===== config.mk =====
export PLATFORM = sky130hd
export DESIGN_NAME = muldiv_seq
export DESIGN_NICKNAME = d
export VERILOG_FILES = /design/src/rtl/muldiv_seq.sv
export SDC_FILE = /design/constraint.sdc
export NUM_CORES = 1
export LEC_CHECK = 0
export BUFFER_PORTS_ARGS = -buffer_cell sky130_fd_sc_hd__clkbuf_2
export CORE_MARGIN = 3
export CORE_UTILIZATION = 60
export DETAILED_ROUTE_END_ITERATION = 16
export PLACE_DENSITY = 0.82
export SKIP_CTS_REPAIR_TIMING = 1
export SLEW_MARGIN = 40
export SYNTH_ARGS = -nofsm -noshare
export SYNTH_HDL_FRONTEND = slang
export SYNTH_SLANG_ARGS = --single-unit

===== constraint.sdc =====
create_clock -name clk -period 12.05 [get_ports clk]
set_input_delay 2.41 -clock clk [delete_from_list [all_inputs] [get_ports clk]]
set_output_delay 2.41 -clock clk [all_outputs]
set_load 0.05 [all_outputs]

===== src/rtl/muldiv_seq.sv =====
// Sequential 32x32 multiply / divide unit with HI/LO result registers.
// Radix-2 shift-add multiply and restoring divide, 32 iterations each, sign fixed up at the end.
module muldiv_seq (
    input  logic        clk,
    input  logic        reset,
    input  logic        start,
    input  logic [1:0]  MDCode,
    input  logic [31:0] A,
    input  logic [31:0] B,
    input  logic        WrHI,
    input  logic        WrLO,
    input  logic [31:0] WrData,
    output logic [31:0] HI,
    output logic [31:0] LO,
    output logic        busy,
    output logic        done,
    output logic        DivZero
);

    typedef enum logic [2:0] {
        ST_IDLE,
        ST_PREP,
        ST_RUN,
        ST_FIX,
        ST_DONE
    } state_t;

    state_t      state;
    logic [1:0]  op;
    logic [31:0] acc;
    logic [31:0] mq;
    logic [31:0] opb;
    logic [4:0]  count;
    logic        neg_q;
    logic        neg_r;
    logic        zero_div;

    logic [32:0] mul_sum;
    logic [32:0] div_shift;
    logic [32:0] div_trial;
    logic [31:0] mq_abs;
    logic [31:0] opb_abs;
    logic [63:0] product;
    logic [63:0] prod_fix;
    logic [31:0] quot_fix;
    logic [31:0] rem_fix;

    assign mul_sum   = {1'b0, acc} + {1'b0, opb};
    assign div_shift = {acc, mq[31]};
    // Partial remainder is always < 2*divisor, so bit 32 of the trial is the borrow.
    assign div_trial = div_shift - {1'b0, opb};
    assign mq_abs    = mq[31]  ? (32'd0 - mq)  : mq;
    assign opb_abs   = opb[31] ? (32'd0 - opb) : opb;
    assign product   = {acc, mq};
    assign prod_fix  = neg_q ? (64'd0 - product) : product;
    assign quot_fix  = neg_q ? (32'd0 - mq)  : mq;
    assign rem_fix   = neg_r ? (32'd0 - acc) : acc;

    always_ff @(posedge clk or posedge reset) begin
        if (reset) begin
            state    <= ST_IDLE;
            op       <= '0;
            acc      <= '0;
            mq       <= '0;
            opb      <= '0;
            count    <= '0;
            neg_q    <= 1'b0;
            neg_r    <= 1'b0;
            zero_div <= 1'b0;
            HI       <= '0;
            LO       <= '0;
            busy     <= 1'b0;
            done     <= 1'b0;
            DivZero  <= 1'b0;
        end else begin
            case (state)
                ST_IDLE: begin
                    if (WrHI) HI <= WrData;
                    if (WrLO) LO <= WrData;
                    if (start) begin
                        op    <= MDCode;
                        mq    <= A;
                        opb   <= B;
                        busy  <= 1'b1;
                        state <= ST_PREP;
                    end
                end
                ST_PREP: begin
                    acc      <= '0;
                    count    <= '0;
                    zero_div <= op[1] && (opb == 32'd0);
                    if (!op[0]) begin
                        mq    <= mq_abs;
                        opb   <= opb_abs;
                        neg_q <= mq[31] ^ opb[31];
                        neg_r <= mq[31];
                    end else begin
                        neg_q <= 1'b0;
                        neg_r <= 1'b0;
                    end
                    state <= ST_RUN;
                end
                ST_RUN: begin
                    if (!op[1]) begin
                        if (mq[0]) {acc, mq} <= {mul_sum, mq[31:1]};
                        else       {acc, mq} <= {1'b0, acc, mq[31:1]};
                    end else begin
                        if (!div_trial[32]) begin
                            acc <= div_trial[31:0];
                            mq  <= {mq[30:0], 1'b1};
                        end else begin
                            acc <= div_shift[31:0];
                            mq  <= {mq[30:0], 1'b0};
                        end
                    end
                    count <= count + 5'd1;
                    if (count == 5'd31) state <= ST_FIX;
                end
                ST_FIX: begin
                    if (!op[1]) begin
                        {HI, LO} <= prod_fix;
                    end else if (!zero_div) begin
                        LO <= quot_fix;
                        HI <= rem_fix;
                    end
                    done    <= 1'b1;
                    DivZero <= zero_div;
                    state   <= ST_DONE;
                end
                ST_DONE: begin
                    done    <= 1'b0;
                    DivZero <= 1'b0;
                    busy    <= 1'b0;
                    state   <= ST_IDLE;
                end
                default: state <= ST_IDLE;
            endcase
        end
    end

endmodule


==> results of run 1 <==
==> final timing paths <==
check | start | to | cells after the start
min in group asynchronous | reset | LO[24] | 2
max in group asynchronous | reset | op[1] | 3
setup / recovery | mq[31] | acc[0] | 14
hold reg to reg | LO[19] | LO[19] | 1
setup reg to reg | mq[31] | acc[0] | 14
hold / removal | LO[19] | LO[19] | 1
==> registers in the layout, summed over array words and instances (netlist names) <==
register and count:
DivZero 1, HI 32, LO 32, acc 32
busy 1, count 5, done 1, mq 32
neg_q 1, neg_r 1, op 2, opb 32
state 3, zero_div 1
==> cell usage after synthesis, types with 5 or more instances <==
| cell type | n | area [um^2] |
|---|---|---|
| o21ai_0 | 194 | 971 |
| mux2_2 | 27 | 304 |
| a221oi_1 | 24 | 210 |
| nand3b_1 | 5 | 37.5 |
| o221ai_1 | 6 | 52.6 |
| buf_1 | 9 | 33.8 |
| a31oi_1 | 19 | 119 |
| or3_1 | 39 | 244 |
| o21bai_1 | 9 | 67.6 |
| nor2b_1 | 12 | 75.1 |
| o31ai_1 | 20 | 150 |
| o21ai_1 | 14 | 70.1 |
| nand4_1 | 16 | 100 |
| nand2b_1 | 15 | 93.8 |
| a22oi_1 | 11 | 82.6 |
| nand2_1 | 190 | 713 |
| o21a_1 | 15 | 113 |
| a21oi_1 | 140 | 701 |
| nor2_1 | 207 | 777 |
| ha_1 | 70 | 876 |
| dfrtp_1 | 176 | 4400 |
| and3_1 | 9 | 56.3 |
| or4_1 | 6 | 45.0 |
| xor2_1 | 59 | 517 |
| xnor2_1 | 43 | 377 |
| o22ai_1 | 10 | 62.6 |
| mux2i_1 | 46 | 460 |
| a211oi_1 | 35 | 263 |
| and2_1 | 7 | 43.8 |
| a222oi_1 | 13 | 130 |
| nor4_1 | 14 | 87.6 |
| a32oi_1 | 20 | 175 |
| clkbuf_1 | 117 | 439 |
| o311ai_0 | 6 | 52.6 |
| nand3_1 | 27 | 135 |
| o211ai_1 | 8 | 60.1 |
| a21o_1 | 38 | 285 |
| nor3_1 | 57 | 285 |
| inv_1 | 64 | 240 |
| or2_2 | 9 | 56.3 |
| a21boi_0 | 8 | 60.1 |
==> layout make-up <==
| type | count | area [um^2] |
|---|---|---|
| sequential | 176 | 4410 |
| multi-input combinational | 1532 | 9820 |
| inverter | 66 | 256 |
| fill | 2070 | 7850 |
| clock buffer | 17 | 425 |
| timing repair buffer | 189 | 1010 |
| clock inverter | 15 | 211 |
| tap | 324 | 405 |
==> logic make-up after synthesis <==
group	Yosys count	share of synthesized area
AND/OR/NAND/NOR	640	0.202
XOR/XNOR	102	0.0598
adder cells (fa/ha/maj)	72	0.0613
multiplexers	73	0.0512
buffers and inverters	198	0.0508
flip-flops	176	0.295
AO/OA/AOI/OAI	645	0.280
==> power by group through the flow <==
stage,logic [mW],clock network (mW),registers [mW]
global placement,3.62,0,1.27
CTS,3.74,0.594,1.27
finish,3.83,0.595,1.30
detailed placement,3.72,0,1.28
floorplan,2.56,0,1.45
global route,4.13,0.618,1.33
==> metrics by stage <==
step	instance area, um^2	setup WS [ns]	hold slack (ns)	total power [mW]
global placement	15800	7.73	0.459	4.89
finish	16500	7.89	0.484	5.72
floorplan	14900	4.87	0.449	4.01
detailed placement	15900	7.90	0.467	5.00
CTS	16500	7.92	0.484	5.61
global route	16500	7.67	0.492	6.07
==> worst max-delay path, stage by stage, from the launching register on <==
cell,delay [ns]
dfrtp_1,0.56
inv_1,0.20
ha_1,0.27
inv_1,0.08
fa_1,0.20
a21oi_1,0.11
o211ai_1,0.26
or3b_4,0.44
a31oi_4,0.24
o211ai_4,0.17
a21o_1,0.25
a211oi_4,0.20
buf_4,0.47
mux2_2,0.40
o221ai_1,0.17
==> routing by layer <==
metal	vias to the layer above	routed length, um	track usage
li1	7141	-	-
met1	7440	20600	0.500
met2	963	22200	0.566
met3	125	4990	0.0575
met4	0	2460	0.176
met5	-	0	0
==> metrics.md, run 1 <==
| Metric | Value |
|---|---|
| Proportion of layout cells with a drive suffix above 1 | 0.144 |
| Netlist cell types | 90 |
| DRT Pass-1 Iters | 7 |
| Setup TNS | 0 ns |
| I/O Buffers | roughly 170 |
| Die area | about 27000 um^2 |
| Syn Inst Count | between 1500 and 2000 |
| Syn Area/Cell | about 7.8 um^2 |
| Placed insts | 2287 |
| Worst slew pin tran | 0.832 ns |
| Vias per cell | between 6 and 7 |
| First-pass GRT wire length | between 70000 and 80000 um |
| TritonCTS buffer count | 17 |
| Clock share of power | 0.104 |
| Syn Nets | ~2100 |
| Arrival time worst endpoint | between 4 and 5 ns |
| RSZ-0062 raised after global routing | no |
| Power Density | between 300 and 400 nW/um^2 |
| Post-synth EDFFs | 0 |
| Max-cap violations | 0 |
| Via count | about 16000 |
| Clock Sinks | around 180 |
| Util after Layout | 0.678 |
| Antenna cell count | 0 |
| Comb pwr share | 0.669 |
| Leakage power total | a little over 7 nW |
| Outcome | finished, final reports clean |
| Register area share after synthesis | 0.295 |
| Final hold vios | 0 |
| Finished Layout Cells | roughly 2300 |
| Critical path required time | about 12 ns |
| Cell Area, Synth | around 15000 um^2 |
| CP startpoint kind | register |
| Drc violations | 0 |
| Row Count | 57 |
| Setup violators final | 0 |
| GRT Overall Usage | 0.365 |
| H-tree level count | 4 |
| Most used DFF post-synth | dfrtp_1 |
| Power Internal | ~2.5 mW |
| Layout area overhead | 10.7% |
| Clock slew at reported path FFs | approximately 0.080 ns |
| Worst rel slew slack | 0.441 |
| Detailed Route Iter0 Violations | 2017 |
| Worst hold path type | register to register |
| Worst setup path class | register to register |
| Sequential Power Share | 0.227 |
| Max Transition Viols Final | 0 |
| Largest net degree at the start of global routing | 106 |
| CP endpoint kind | register |
| Die W | between 150 and 200 um |
| Routability congestion estimate | 0.967 |
| Core area | between 20000 and 25000 um^2 |
| Max Freq | ~240 MHz |
| ANT nets after route | 0 |
| Final worst path period share | 0.346 |
| NumNets Final | 2157 |
| Antenna violations before repair | 0 |
| Routed WL | 50300 um |
| Clock skew | around 0.018 ns |
| Reg2Reg Setup Slack | approximately 8 ns |
| Most common cell after layout, fill and taps aside | nor2_1 |
| Clock buffer depth | 2 |
| Switch share | 0.568 |
| Yosys Warn Count | 0 |
| Fraction of registers with async set or reset after synthesis | 1.00 |
| Initial Util | 0.613 |
| Most frequent cells in the layout | nor2_1, o21ai_0, nand2_1 |
| Drt wl/cell | roughly 22 um |
| I/O Pins | 170 |
| Number of global-route vias before repair | around 14000 |
| Synth Register Bits | around 180 |
| Fin crit period | 4.16 ns |
| P_sw | ~3.2 mW |
| Die H | approximately 160 um |
| GRT overflow | 0 |
| Root buffer cell | clkbuf_16 |
| Peak VDD IR | 204 uV |
| Crit path max fanout | 33 |
| CTS tree | done |
| DP HPWL | between 30000 and 40000 um |
| Worst skew pair latency | approximately 0.46 ns |
(Power assumes the default switching activity.)
==> run 2, diff against run 1 <==
Settings changed: ABC_AREA from default to 1, CORE_UTILIZATION 60 to 56, PLACE_DENSITY 0.82 to 0.79.
Clock period 12.05 ns to 3.8 ns, I/O delays scaled along.
==> run 2 against run 1 <==
Clock power grew to 3.1 times the previous value. Register-to-register slack worse by 7.3 ns. Non-clock buffer count is 42 higher. Global-route usage is 7.5 points higher. Critical path type unchanged. Highest routed layer unchanged.
==> metrics.md, run 2 <==
| Metric | Value |
|---|---|
| Outcome | finished, final reports clean |
| Yosys Warn Count | 0 |
| Drt wl/cell | between 20 and 25 um |
| Antenna violations before repair | 0 |
| Clock Sinks | between 150 and 200 |
| Arrival time worst endpoint | about 3.6 ns |
| GRT Overall Usage | 0.440 |
| Clock slew at reported path FFs | roughly 0.08 ns |
| Slowest stage delay, CP | approximately 0.48 ns |
| Worst slew pin tran | roughly 0.84 ns |
| CP startpoint kind | register |
| Post-synth EDFFs | 0 |
| Number of global-route vias before repair | a little under 20000 |
| TritonCTS buffer count | 17 |
| Power Density | between 1000 and 1500 nW/um^2 |
| Row Count | 63 |
| Initial Util | 0.575 |
| Most used DFF post-synth | dfrtp_1 |
| GRT overflow | 0 |
| First-pass GRT wire length | ~110000 um |
| Fin crit period | roughly 3.3 ns |
| Max Transition Viols Final | 0 |
| Antenna cell count | 0 |
| Placed insts | approximately 3400 |
| Setup TNS | 0 ns |
| Fraction of registers with async set or reset after synthesis | 1.00 |
| Die W | 182 um |
| Detailed Route Iter0 Violations | about 2600 |
| Crit path max fanout | 23 |
| Die H | approximately 180 um |
| I/O Pins | between 150 and 200 |
| Leakage power total | approximately 10 nW |
| Peak VDD IR | approximately 520 uV |
| Area contributors post-synth | dfrtp_1, nand2_1, a21oi_1 |
| H-tree level count | 4 |
| Syn Nets | 3078 |
| Root buffer cell | clkbuf_16 |
| CP endpoint kind | register |
| NumNets Final | approximately 3200 |
| Worst skew pair latency | between 0.4 and 0.5 ns |
| ANT nets after route | 0 |
| Routability congestion estimate | roughly 1.1 |
| Finished Layout Cells | approximately 3400 |
| R2R depth | 18 |
| Crit path top cell by count | nand2_1 |
| CTS tree | done |
| I/O Buffers | ~170 |
| Pre-CTS setup slack | between 0.6 and 0.7 ns |
| CP cell instances | inv_1 -> ha_1 -> inv_1 -> fa_1 -> nand2_1 -> nand2_1 -> nand3_1 -> nand2_2 -> nand2_2 -> nand2_2 -> nand2_4 -> nand2_4 -> nand2_1 -> nand2_2 -> o21ai_0 -> nand2_1 -> nand2_1 -> nand2_1 |
| Netlist cell types | 51 |
| Die area | about 33000 um^2 |
| Vias per cell | roughly 6.1 |
| Synth area leader | dfrtp_1 |
| Worst rel slew slack | 0.435 |
| Final worst path period share | 0.857 |
| Via count | between 20000 and 25000 |
| Register area share after synthesis | 0.255 |
| Busiest layer in global routing | met2 |
| Met3 Use GR | 0.0859 |
| Synth Register Bits | 176 |
| Count leader, synth | nand2_1 |
| DP HPWL | around 60000 um |
| Drc violations | 0 |
| Critical path required time | approximately 4.2 ns |
| Largest net degree at the start of global routing | 85 |
| Core area | between 30000 and 40000 um^2 |
| Setup violators final | 0 |
| Final hold vios | 0 |
| Top post-synthesis cells by count | nand2_1, nor2_1, inv_1 |
| Worst hold path type | primary input to async pin |
| Max-cap violations | 0 |
| Clock buffer depth | 2 |
| Synth top area share | 0.255 |
| Syn Inst Count | between 2000 and 3000 |
| Worst setup path class | register to register |
| Met1 Track Usage GR | 0.539 |
| Cell Area, Synth | ~17000 um^2 |
| Worst setup margin | ~0.55 ns |
| DRT Pass-1 Iters | 6 |
| Layout area overhead | 11.5% |
| Syn Area/Cell | 5.95 um^2 |
| Proportion of layout cells with a drive suffix above 1 | 0.114 |
| Clock skew | roughly 0.012 ns |
| Routed WL | ~74000 um |
| Most common cell after layout, fill and taps aside | nand2_1 |
| RSZ-0062 raised after global routing | no |
| Most frequent cells in the layout | nand2_1, nor2_1, inv_1 |
| Slowest cell on crit path | dfrtp_1 |
| Max Freq | ~310 MHz |
| Met2 usage | 0.689 |
-- run 2: changes by cell type in the layout (fill, tap and decap cells not counted), moves of 33 or more --
cell and delta:
nand2_1 +698, nor3_1 -36, buf_4 +41, nand3_1 +189, or3_1 -39, a211oi_1 -34, nor2_1 +144, mux2i_1 -46
a21o_1 -33, a21oi_1 +154, o21ai_0 -79, inv_1 +276
-- run 2: through the flow --
step | hold slack [ns] | total power [mW] | area (um^2) | utilization
detailed placement | 0.478 | 18.7 | 18700 | 0.622
finish | 0.338 | 21.1 | 19300 | 0.642
floorplan | 0.469 | 14.3 | 17300 | -
CTS | 0.354 | 20.6 | 19300 | 0.642
global route | 0.365 | 22.6 | 19300 | 0.642
global placement | 0.465 | 18.4 | 18600 | 0.620
-- run 2: layout make-up --
type                       instances  area [um^2]
clock inverter                    13          141
tap                              390          488
sequential                       176         4410
inverter                         367         1380
timing repair buffer             231         1370
clock buffer                      19          443
multi-input combinational       2253        11000
fill                            2894        10800
-- run 2: path summary, 6_finish.rpt --
path | from | to | slack [ns]
max | mq[31] | mq[0] | 0.55
min | reset | mq[16] | 0.34
min reg2reg | busy | busy | 0.49
min in group clk | busy | busy | 0.49
max in group asynchronous | reset | count[0] | 2.74
max reg2reg | mq[31] | mq[0] | 0.55
-- run 2: logic make-up after synthesis --
group,count (synthesis),synth area share
AOI/OAI and AO/OA,542,0.176
xor gates and xnor gates,50,0.0253
adders and majority gates,72,0.0530
buffers and inverters,474,0.107
DFF,176,0.255
and+or+nand+nor,1589,0.384
-- run 2: power breakdown --
group          switching (mW)  total, mW  internal [mW]
sequential              0.959       3.76           2.80
combinational            11.2       15.5           4.38
clock                   0.910       1.86          0.946
-- run 2: critical path: cells and delay by family (launching register included) --
family | cells | cell delay [ns]
AO/OA/AOI/OAI | 1 | 0.28
adder cells (fa/ha/maj) | 2 | 0.63
AND/OR/NAND/NOR | 13 | 1.40
flip-flops | 1 | 0.48
buffers and inverters | 2 | 0.33
-- run 2: per-layer routing --
layer / part of all wire / wire (um)
met4: 0.088 / 6520
met3: 0.11 / 7840
met2: 0.44 / 32500
met1: 0.37 / 27300
met5: 0 / 0
